<file path="config.mk">
export PLATFORM = sky130hd
export DESIGN_NAME = iserdes_word_aligner
export DESIGN_NICKNAME = d
export VERILOG_FILES = /design/src/rtl/iserdes_word_aligner.sv
export SDC_FILE = /design/constraint.sdc
export NUM_CORES = 1
export LEC_CHECK = 0
export ABC_AREA = 0
export CAP_MARGIN = 10
export CORE_MARGIN = 8
export CORE_UTILIZATION = 55
export CTS_CLUSTER_DIAMETER = 50
export DETAILED_ROUTE_END_ITERATION = 8
export PLACE_DENSITY_LB_ADDON = 0.2
export SLEW_MARGIN = 15
export SYNTH_ARGS = -nofsm -noshare
export SYNTH_HDL_FRONTEND = slang
export SYNTH_SLANG_ARGS = --single-unit
</file>
<file path="constraint.sdc">
create_clock -name sys_clk -period 2.21 [get_ports sys_clk]
set_input_delay 0.3315 -clock sys_clk [delete_from_list [all_inputs] [get_ports sys_clk]]
set_output_delay 0.3315 -clock sys_clk [all_outputs]
set_load 0.01 [all_outputs]
</file>
<file path="src/rtl/iserdes_word_aligner.sv">
// Word aligner for a 1:8 ISERDES: pulses bitslip until the training pattern
// is seen N_MATCH times in a row, then forwards data and optionally monitors lock.
module iserdes_word_aligner #(
  parameter logic [7:0]  PATTERN    = 8'hF0,
  parameter int unsigned SETTLE     = 4,
  parameter int unsigned N_MATCH    = 16,
  parameter int unsigned N_SLIP_MAX = 16,
  parameter int unsigned N_ERR      = 4
) (
  input  logic        sys_clk,
  input  logic        sys_rst,
  input  logic        start,
  input  logic        monitor,
  input  logic [7:0]  data_in,
  output logic        bitslip,
  output logic        locked,
  output logic        failed,
  output logic [2:0]  slip_pos,
  output logic [15:0] err_cnt,
  output logic [7:0]  data_out,
  output logic        data_valid
);

  localparam int unsigned CW = 8;
  localparam logic [CW-1:0] SETTLE_LAST = CW'(SETTLE - 1);
  localparam logic [CW-1:0] MATCH_LAST  = CW'(N_MATCH - 1);
  localparam logic [CW-1:0] SLIP_MAX    = CW'(N_SLIP_MAX);
  localparam logic [CW-1:0] ERR_LAST    = CW'(N_ERR - 1);

  typedef enum logic [2:0] {
    S_IDLE,
    S_SETTLE,
    S_CHECK,
    S_SLIP,
    S_LOCKED,
    S_FAILED
  } state_t;

  state_t        state_q, state_d;
  logic [CW-1:0] settle_q, settle_d;
  logic [CW-1:0] match_q, match_d;
  logic [CW-1:0] slip_tot_q, slip_tot_d;
  logic [CW-1:0] err_run_q, err_run_d;
  logic [2:0]    slip_pos_q, slip_pos_d;
  logic [15:0]   err_cnt_q, err_cnt_d;
  logic          bitslip_q, bitslip_d;
  logic          locked_q, locked_d;
  logic          failed_q, failed_d;
  logic [7:0]    data_q, data_d;
  logic          valid_q, valid_d;
  logic          mismatch;

  assign mismatch = (data_in != PATTERN);

  always_comb begin
    state_d    = state_q;
    settle_d   = settle_q;
    match_d    = match_q;
    slip_tot_d = slip_tot_q;
    err_run_d  = err_run_q;
    err_cnt_d  = err_cnt_q;
    locked_d   = locked_q;
    failed_d   = failed_q;
    bitslip_d  = 1'b0;
    data_d     = data_in;
    // Track the hardware slip position from the pulse actually issued.
    slip_pos_d = slip_pos_q + 3'(bitslip_q);

    if (start) begin
      state_d    = S_SETTLE;
      settle_d   = '0;
      match_d    = '0;
      slip_tot_d = '0;
      err_run_d  = '0;
      locked_d   = 1'b0;
      failed_d   = 1'b0;
    end else begin
      case (state_q)
        S_IDLE: ;
        S_SETTLE: begin
          if (settle_q == SETTLE_LAST) begin
            state_d = S_CHECK;
            match_d = '0;
          end else begin
            settle_d = settle_q + CW'(1);
          end
        end
        S_CHECK: begin
          if (mismatch) begin
            state_d   = S_SLIP;
            // Pulse is raised for the SLIP cycle itself unless the budget is spent.
            bitslip_d = (slip_tot_q != SLIP_MAX);
          end else begin
            match_d = match_q + CW'(1);
            if (match_q == MATCH_LAST) begin
              state_d  = S_LOCKED;
              locked_d = 1'b1;
            end
          end
        end
        S_SLIP: begin
          if (slip_tot_q == SLIP_MAX) begin
            state_d  = S_FAILED;
            failed_d = 1'b1;
          end else begin
            slip_tot_d = slip_tot_q + CW'(1);
            settle_d   = '0;
            state_d    = S_SETTLE;
          end
        end
        S_LOCKED: begin
          if (monitor && mismatch) begin
            if (err_cnt_q != 16'hFFFF) err_cnt_d = err_cnt_q + 16'd1;
            if (err_run_q == ERR_LAST) begin
              err_run_d  = '0;
              locked_d   = 1'b0;
              slip_tot_d = '0;
              state_d    = S_SLIP;
              bitslip_d  = 1'b1;
            end else begin
              err_run_d = err_run_q + CW'(1);
            end
          end else begin
            err_run_d = '0;
          end
        end
        S_FAILED: ;
        default: state_d = S_IDLE;
      endcase
    end

    valid_d = locked_d;
  end

  always_ff @(posedge sys_clk or posedge sys_rst) begin
    if (sys_rst) begin
      state_q    <= S_IDLE;
      settle_q   <= '0;
      match_q    <= '0;
      slip_tot_q <= '0;
      err_run_q  <= '0;
      slip_pos_q <= '0;
      err_cnt_q  <= '0;
      bitslip_q  <= 1'b0;
      locked_q   <= 1'b0;
      failed_q   <= 1'b0;
      data_q     <= '0;
      valid_q    <= 1'b0;
    end else begin
      state_q    <= state_d;
      settle_q   <= settle_d;
      match_q    <= match_d;
      slip_tot_q <= slip_tot_d;
      err_run_q  <= err_run_d;
      slip_pos_q <= slip_pos_d;
      err_cnt_q  <= err_cnt_d;
      bitslip_q  <= bitslip_d;
      locked_q   <= locked_d;
      failed_q   <= failed_d;
      data_q     <= data_d;
      valid_q    <= valid_d;
    end
  end

  assign bitslip    = bitslip_q;
  assign locked     = locked_q;
  assign failed     = failed_q;
  assign slip_pos   = slip_pos_q;
  assign err_cnt    = err_cnt_q;
  assign data_out   = data_q;
  assign data_valid = valid_q;

endmodule

</file>
==> results of run 1 <==
[logic make-up after synthesis]
logic type | synth area share [%]
AOI/OAI and AO/OA | 14.6
xor gates and xnor gates | 5.31
adders and majority gates | 3.04
buffers and inverters | 2.28
DFF | 49.3
muxes | 1.33
and+or+nand+nor | 24.2
[metrics by stage]
step           instances  worst slack [ns]  power, mW  instance area, sq um  util [%]
4_1_cts              482             0.158       3.25                  4130      70.6
6_report             482             0.155       3.24                  4130      70.6
5_1_grt              482            0.0372       3.43                  4130      70.6
2_1_floorplan        334             0.252       1.91                  3300         -
3_5_place_dp         466           -0.0203       2.27                  3940      67.3
3_3_place_gp         466           -0.0168       2.25                  3940      67.3
[how the worst max path moves through the flow]
stage | cells past startpoint | to
6_report | 5 | slip_tot_q[0]$_DFFE_PP0P_
5_1_grt | 8 | settle_q[5]$_DFFE_PP0P_
4_1_cts | 5 | slip_tot_q[0]$_DFFE_PP0P_
3_5_place_dp | 7 | slip_tot_q[6]$_DFFE_PP0P_
3_3_place_gp | 7 | state_q[2]$_DFFE_PP0P_
2_1_floorplan | 1 | bitslip$_DFF_PP0_
[cells in the mapped netlist, types with 4 or more instances]
cell type  number  area share [%]
nor2_1         24             2.7
nand3_1        19             2.9
a31oi_1         8             1.5
clkbuf_1        5            0.57
and3_1         12             2.3
nand2_1        32             3.6
nor2b_1         8             1.5
xnor2_1        15             4.0
and4_1          4             1.1
inv_1           8            0.91
xor2_1          5             1.3
ha_1            8             3.0
dfrtp_1        65              49
o21ai_0        28             4.2
a21oi_1        15             2.3
nand4_1        10             1.9
nor3_1          8             1.2
nand2b_1        7             1.3
[per-layer routing]
layer / global-route usage (%) / wire length, um / up-vias
li1: - / - / 1349
met1: 23.0 / 3440 / 1324
met2: 31.0 / 3820 / 45
met3: 5.45 / 271 / 12
met4: 6.17 / 136 / 0
met5: 0 / 0 / -
[power groups by stage]
stage	Clock (mW)	Sequential, mW	Combinational, mW
floorplan	0	1.43	0.474
global placement	0	1.41	0.842
CTS	0.991	1.40	0.866
detailed placement	0	1.42	0.854
finish	0.976	1.40	0.864
global route	1.06	1.41	0.953
[layout make-up]
type | count | share of cell area [%]
clock buffers | 14 | 4.42
repair buffers | 65 | 14.4
flip-flops and latches | 65 | 39.4
inverters | 8 | 0.727
multi-input cells | 253 | 38.6
well taps | 75 | 2.27
clock inverters | 2 | 0.242
[sequential cells by signal, summed over array words and instances (netlist names)]
register    cells
bitslip         1
data_out        8
data_valid      1
err_cnt        16
err_run_q       8
failed          1
match_q         8
settle_q        8
slip_pos        3
slip_tot_q      8
state_q         3
[tightest hold or removal path, delay by kind of cell]
| family | cells | cell delay [ns] |
|---|---|---|
| buffers and inverters | 3 | 0.81 |
==> results.json, run 1 <==
{
  "status": "completed",
  "reg2reg_to": "slip_tot_q[0]$_DFFE_PP0P_",
  "r2r-start": "err_run_q[6]$_DFFE_PP0N_",
  "ir_drop_mv": 0.520,
  "ctsHoldBuffers": 0,
  "track_usage_pct": 18.8,
  "crit_path_start": "err_run_q[6]$_DFFE_PP0N_",
  "io_buffers": 42,
  "final_common_cell": "dfrtp_1",
  "hold_violations": 0,
  "reg2reg_depth": 5,
  "p_int_mw": 2.22,
  "first_global_vias": 2667,
  "crit_family": "simple AND/OR/NAND/NOR gates",
  "wire_per_inst_um": 15.9,
  "rsz0062_at_grt": "no",
  "final_max_slew_viol_count": 0,
  "vias": 2730,
  "crit_arrival_ns": 2.29,
  "p_clk_share_pct": 30.2,
  "antenna_cells": 0,
  "synthDistinctLibCells": 54,
  "first_iter_violations": 160,
  "cp_max_fo": 7,
  "start_util_pct": 56.4,
  "period_share_pct": 93.0,
  "cts_setup_buffers": 0,
  "grt_overflow": 0,
  "synthArstFlopShare_pct": 100,
  "seq_area_sq_um": 1630,
  "tns_ns": 0,
  "syn-mean-instance-area_sq_um": 9.87,
  "cts_tree": "yes",
  "gp_congestion": 0.867,
  "drc": 0,
  "cp_slowest_stage_delay_ns": 0.56,
  "dr.pass1.iters": 4,
  "setup_viol": 0,
  "path_buf_inv": 0,
  "p_leak_nw": 1.76,
  "rrSetupSlack_ns": 0.16,
  "start_kind": "flip-flop",
  "io_pins": 43,
  "comb_power_share_pct": 26.7,
  "clock_skew_ns": 0.00813,
  "clock_sinks": 65,
  "grt_pass1_wl_um": 13100,
  "root_buffer": "clkbuf_8",
  "swShare_pct": 31.3,
  "path_cells": "or4_4 > nor3_4 > a311oi_4 > o21bai_1 > mux2_2",
  "numCtsBuffers": 9,
  "row_count": 28,
  "synth_ff_type": "dfrtp_1",
  "place.detailed.hpwl_um": 5450,
  "worst-endpoint-required_ns": 2.45,
  "synth_edf_count": 0,
  "endpoint_kind": "flip-flop",
  "dieArea_sq_um": 8730,
  "hold_ws_ns": 0.384,
  "slowest_stage": "or4_4",
  "hold_path_class": "primary input to asynchronous set/reset pin",
  "drt_wl_total_um": 7670,
  "syn_nets": 354,
  "clock_path_buffers": 2,
  "max-cap-violations": 0,
  "max_freq_mhz": 487,
  "powerDensity_nw_per_um2": 783,
  "htree_levels": 3,
  "net-switching-power_mw": 1.01,
  "fill_cells": 430,
  "grt_max_degree": 37,
  "drtAntennaViolNets": 0,
  "ys_seq_area_share_pct": 49.3,
  "grt_antenna_before_repair": 0,
  "synth_seq_cells": 65,
  "core_sq_um": 5850,
  "nNetsFinal": 422,
  "final_cell_mix": "dfrtp_1 (65), clkdlybuf4s50_1 (42), nand2_1 (32), o21ai_0 (28), nor2_1 (24)",
  "clk_pin_slew_ns": 0.07,
  "insertion_delay_ns": 0.35,
  "syn_to_final_growth_pct": 25.3,
  "syn-cell-area_sq_um": 3300,
  "pwr-share-seq_pct": 43.1,
  "worst-setup-path-type": "flip-flop to flip-flop",
  "multi_input_area_sq_um": 1600,
  "relSlewSlack_pct": 64.8,
  "fin_crit_ns": 2.05,
  "worstMarginPinSlew_ns": 0.520,
  "vias_per_cell": 5.66,
  "drive_gt1_share_pct": 13.3,
  "netlist_instances": 334,
  "fp.dieH_um": 93.4,
  "yosys_warnings": 0,
  "fp.dieW_um": 93.4,
  "ctsResizeCount": 0
}
No activity file was read; power rests on OpenSTA's default activity.
==> inputs of run 2 (changes only) <==
CORE_MARGIN = 2   (was 8)
SLEW_MARGIN = 20   (was 15)
==> run 2 against run 1 <==
Register-to-register slack better by 0.04 ns. First-iteration DRC count is 16% higher. Critical path depth stayed put. Critical path type unchanged. Largest power group unchanged. Highest routed layer unchanged.
==> results.json, run 2 (synthesis results as in run 1) <==
{
  "status": "completed",
  "drt_wl_total_um": 7230,
  "max-cap-violations": 0,
  "hold_violations": 0,
  "max_freq_mhz": 495,
  "io_pins": 43,
  "fp.dieH_um": 81.4,
  "track_usage_pct": 24.6,
  "worstMarginPinSlew_ns": 0.505,
  "net-switching-power_mw": 1.08,
  "drive_gt1_share_pct": 14.2,
  "seq_area_sq_um": 1630,
  "clk_pin_slew_ns": 0.08,
  "fill_cells": 426,
  "syn_to_final_growth_pct": 27.0,
  "io_buffers": 42,
  "endpoint_kind": "flip-flop",
  "htree_levels": 3,
  "relSlewSlack_pct": 66.3,
  "dieArea_sq_um": 6630,
  "gp_congestion": 0.856,
  "root_buffer": "clkbuf_8",
  "clock_skew_ns": 0.0109,
  "nNetsFinal": 424,
  "crit_arrival_ns": 2.26,
  "final_common_cell": "dfrtp_1",
  "multi_input_area_sq_um": 1600,
  "first_global_vias": 2707,
  "powerDensity_nw_per_um2": 793,
  "cts_tree": "yes",
  "p_int_mw": 2.25,
  "grt_antenna_before_repair": 0,
  "final_cell_mix": "dfrtp_1 (65), clkdlybuf4s50_1 (42), nand2_1 (32), o21ai_0 (28), nor2_1 (24)",
  "start_util_pct": 56.4,
  "ir_drop_mv": 0.489,
  "clock_path_buffers": 2,
  "setup_ws_ns": 0.191,
  "drtAntennaViolNets": 0,
  "core_sq_um": 5850,
  "swShare_pct": 32.4,
  "first_iter_violations": 186,
  "worst-endpoint-required_ns": 2.46,
  "cts_setup_buffers": 0,
  "final_max_slew_viol_count": 0,
  "cp_max_fo": 5,
  "vias": 2757,
  "antenna_cells": 0,
  "place.detailed.hpwl_um": 5260,
  "pwr-share-seq_pct": 41.8,
  "p_clk_share_pct": 31.3,
  "period_share_pct": 91.4,
  "grt_pass1_wl_um": 12500,
  "numCtsBuffers": 9,
  "fp.dieW_um": 81.4,
  "drc": 0,
  "place_ws_ns": -0.0672,
  "comb_power_share_pct": 27.0,
  "wire_per_inst_um": 14.9,
  "clock_sinks": 65,
  "tns_ns": 0,
  "grt_overflow": 0,
  "dr.pass1.iters": 4,
  "vias_per_cell": 5.70,
  "setup_viol": 0,
  "start_kind": "flip-flop",
  "row_count": 28,
  "rsz0062_at_grt": "no",
  "p_total_mw": 3.32,
  "largest_reg_flops": 16,
  "grt_max_degree": 26,
  "p_leak_nw": 1.77,
  "insertion_delay_ns": 0.35,
  "fin_crit_ns": 2.02,
  "worst-setup-path-type": "flip-flop to flip-flop",
  "hold_ws_ns": 0.331,
  "hold_path_class": "primary input to asynchronous set/reset pin"
}
[run 2: cell type report]
| type | count | area share [%] |
|---|---|---|
| Tap cell | 75 | 2.24 |
| Timing Repair Buffer | 67 | 15.1 |
| Multi-Input combinational cell | 253 | 38.3 |
| Sequential cell | 65 | 38.8 |
| Clock inverter | 7 | 1.91 |
| Inverter | 8 | 0.717 |
| Clock buffer | 9 | 2.96 |
[run 2: per-stage QoR]
stage                     utilization, %  std cells  instance area [sq um]
final                               71.6        484                   4190
after global placement              68.0        468                   3980
after detailed placement            68.0        468                   3980
after floorplan                        -        334                   3300
after CTS                           71.5        484                   4180
after global routing                71.6        484                   4190
[run 2: layer usage]
metal  wire [um]  part of all wire (%)  global-route usage (%)
met4         176                   2.4                    12.5
met3         284                   3.9                    4.84
met5           0                     0                       0
met2        3500                    48                    38.7
met1        3270                    45                    32.4
[run 2: timing repair]
item                                    in CTS  in global routing
hold buffers                                 0                  0
endpoints found under the setup margin       0                  6
resized for setup                            0                  1
[run 2: final timing paths]
path / start / to / slack [ns] / cells past startpoint
max: err_run_q[6]$_DFFE_PP0N_ / slip_tot_q[0]$_DFFE_PP0P_ / 0.19 / 5
min: sys_rst / data_out[3]$_DFF_PP0_ / 0.33 / 2
max reg2reg: err_run_q[6]$_DFFE_PP0N_ / slip_tot_q[0]$_DFFE_PP0P_ / 0.19 / 5
min reg2reg: slip_pos[2]$_DFF_PP0_ / slip_pos[2]$_DFF_PP0_ / 0.47 / 1
max in group asynchronous: sys_rst / settle_q[1]$_DFFE_PP0P_ / 1.38 / 3
min in group sys_clk: data_in[7] / data_out[7]$_DFF_PP0_ / 0.44 / 1
[run 2: critical path: stages (launching register included)]
cell	delay [ns]
dfrtp_1	0.42
or4_4	0.56
nor3_4	0.27
a311oi_4	0.16
o21bai_1	0.21
mux2_2	0.28
[run 2: power by group through the flow]
stage                     clock network (mW)  registers, mW  logic (mW)
after floorplan                            0           1.43       0.474
after global placement                     0           1.40       0.866
after detailed placement                   0           1.41       0.887
after CTS                               1.05           1.39       0.896
after global routing                    1.12           1.40       0.999
final                                   1.04           1.39       0.896
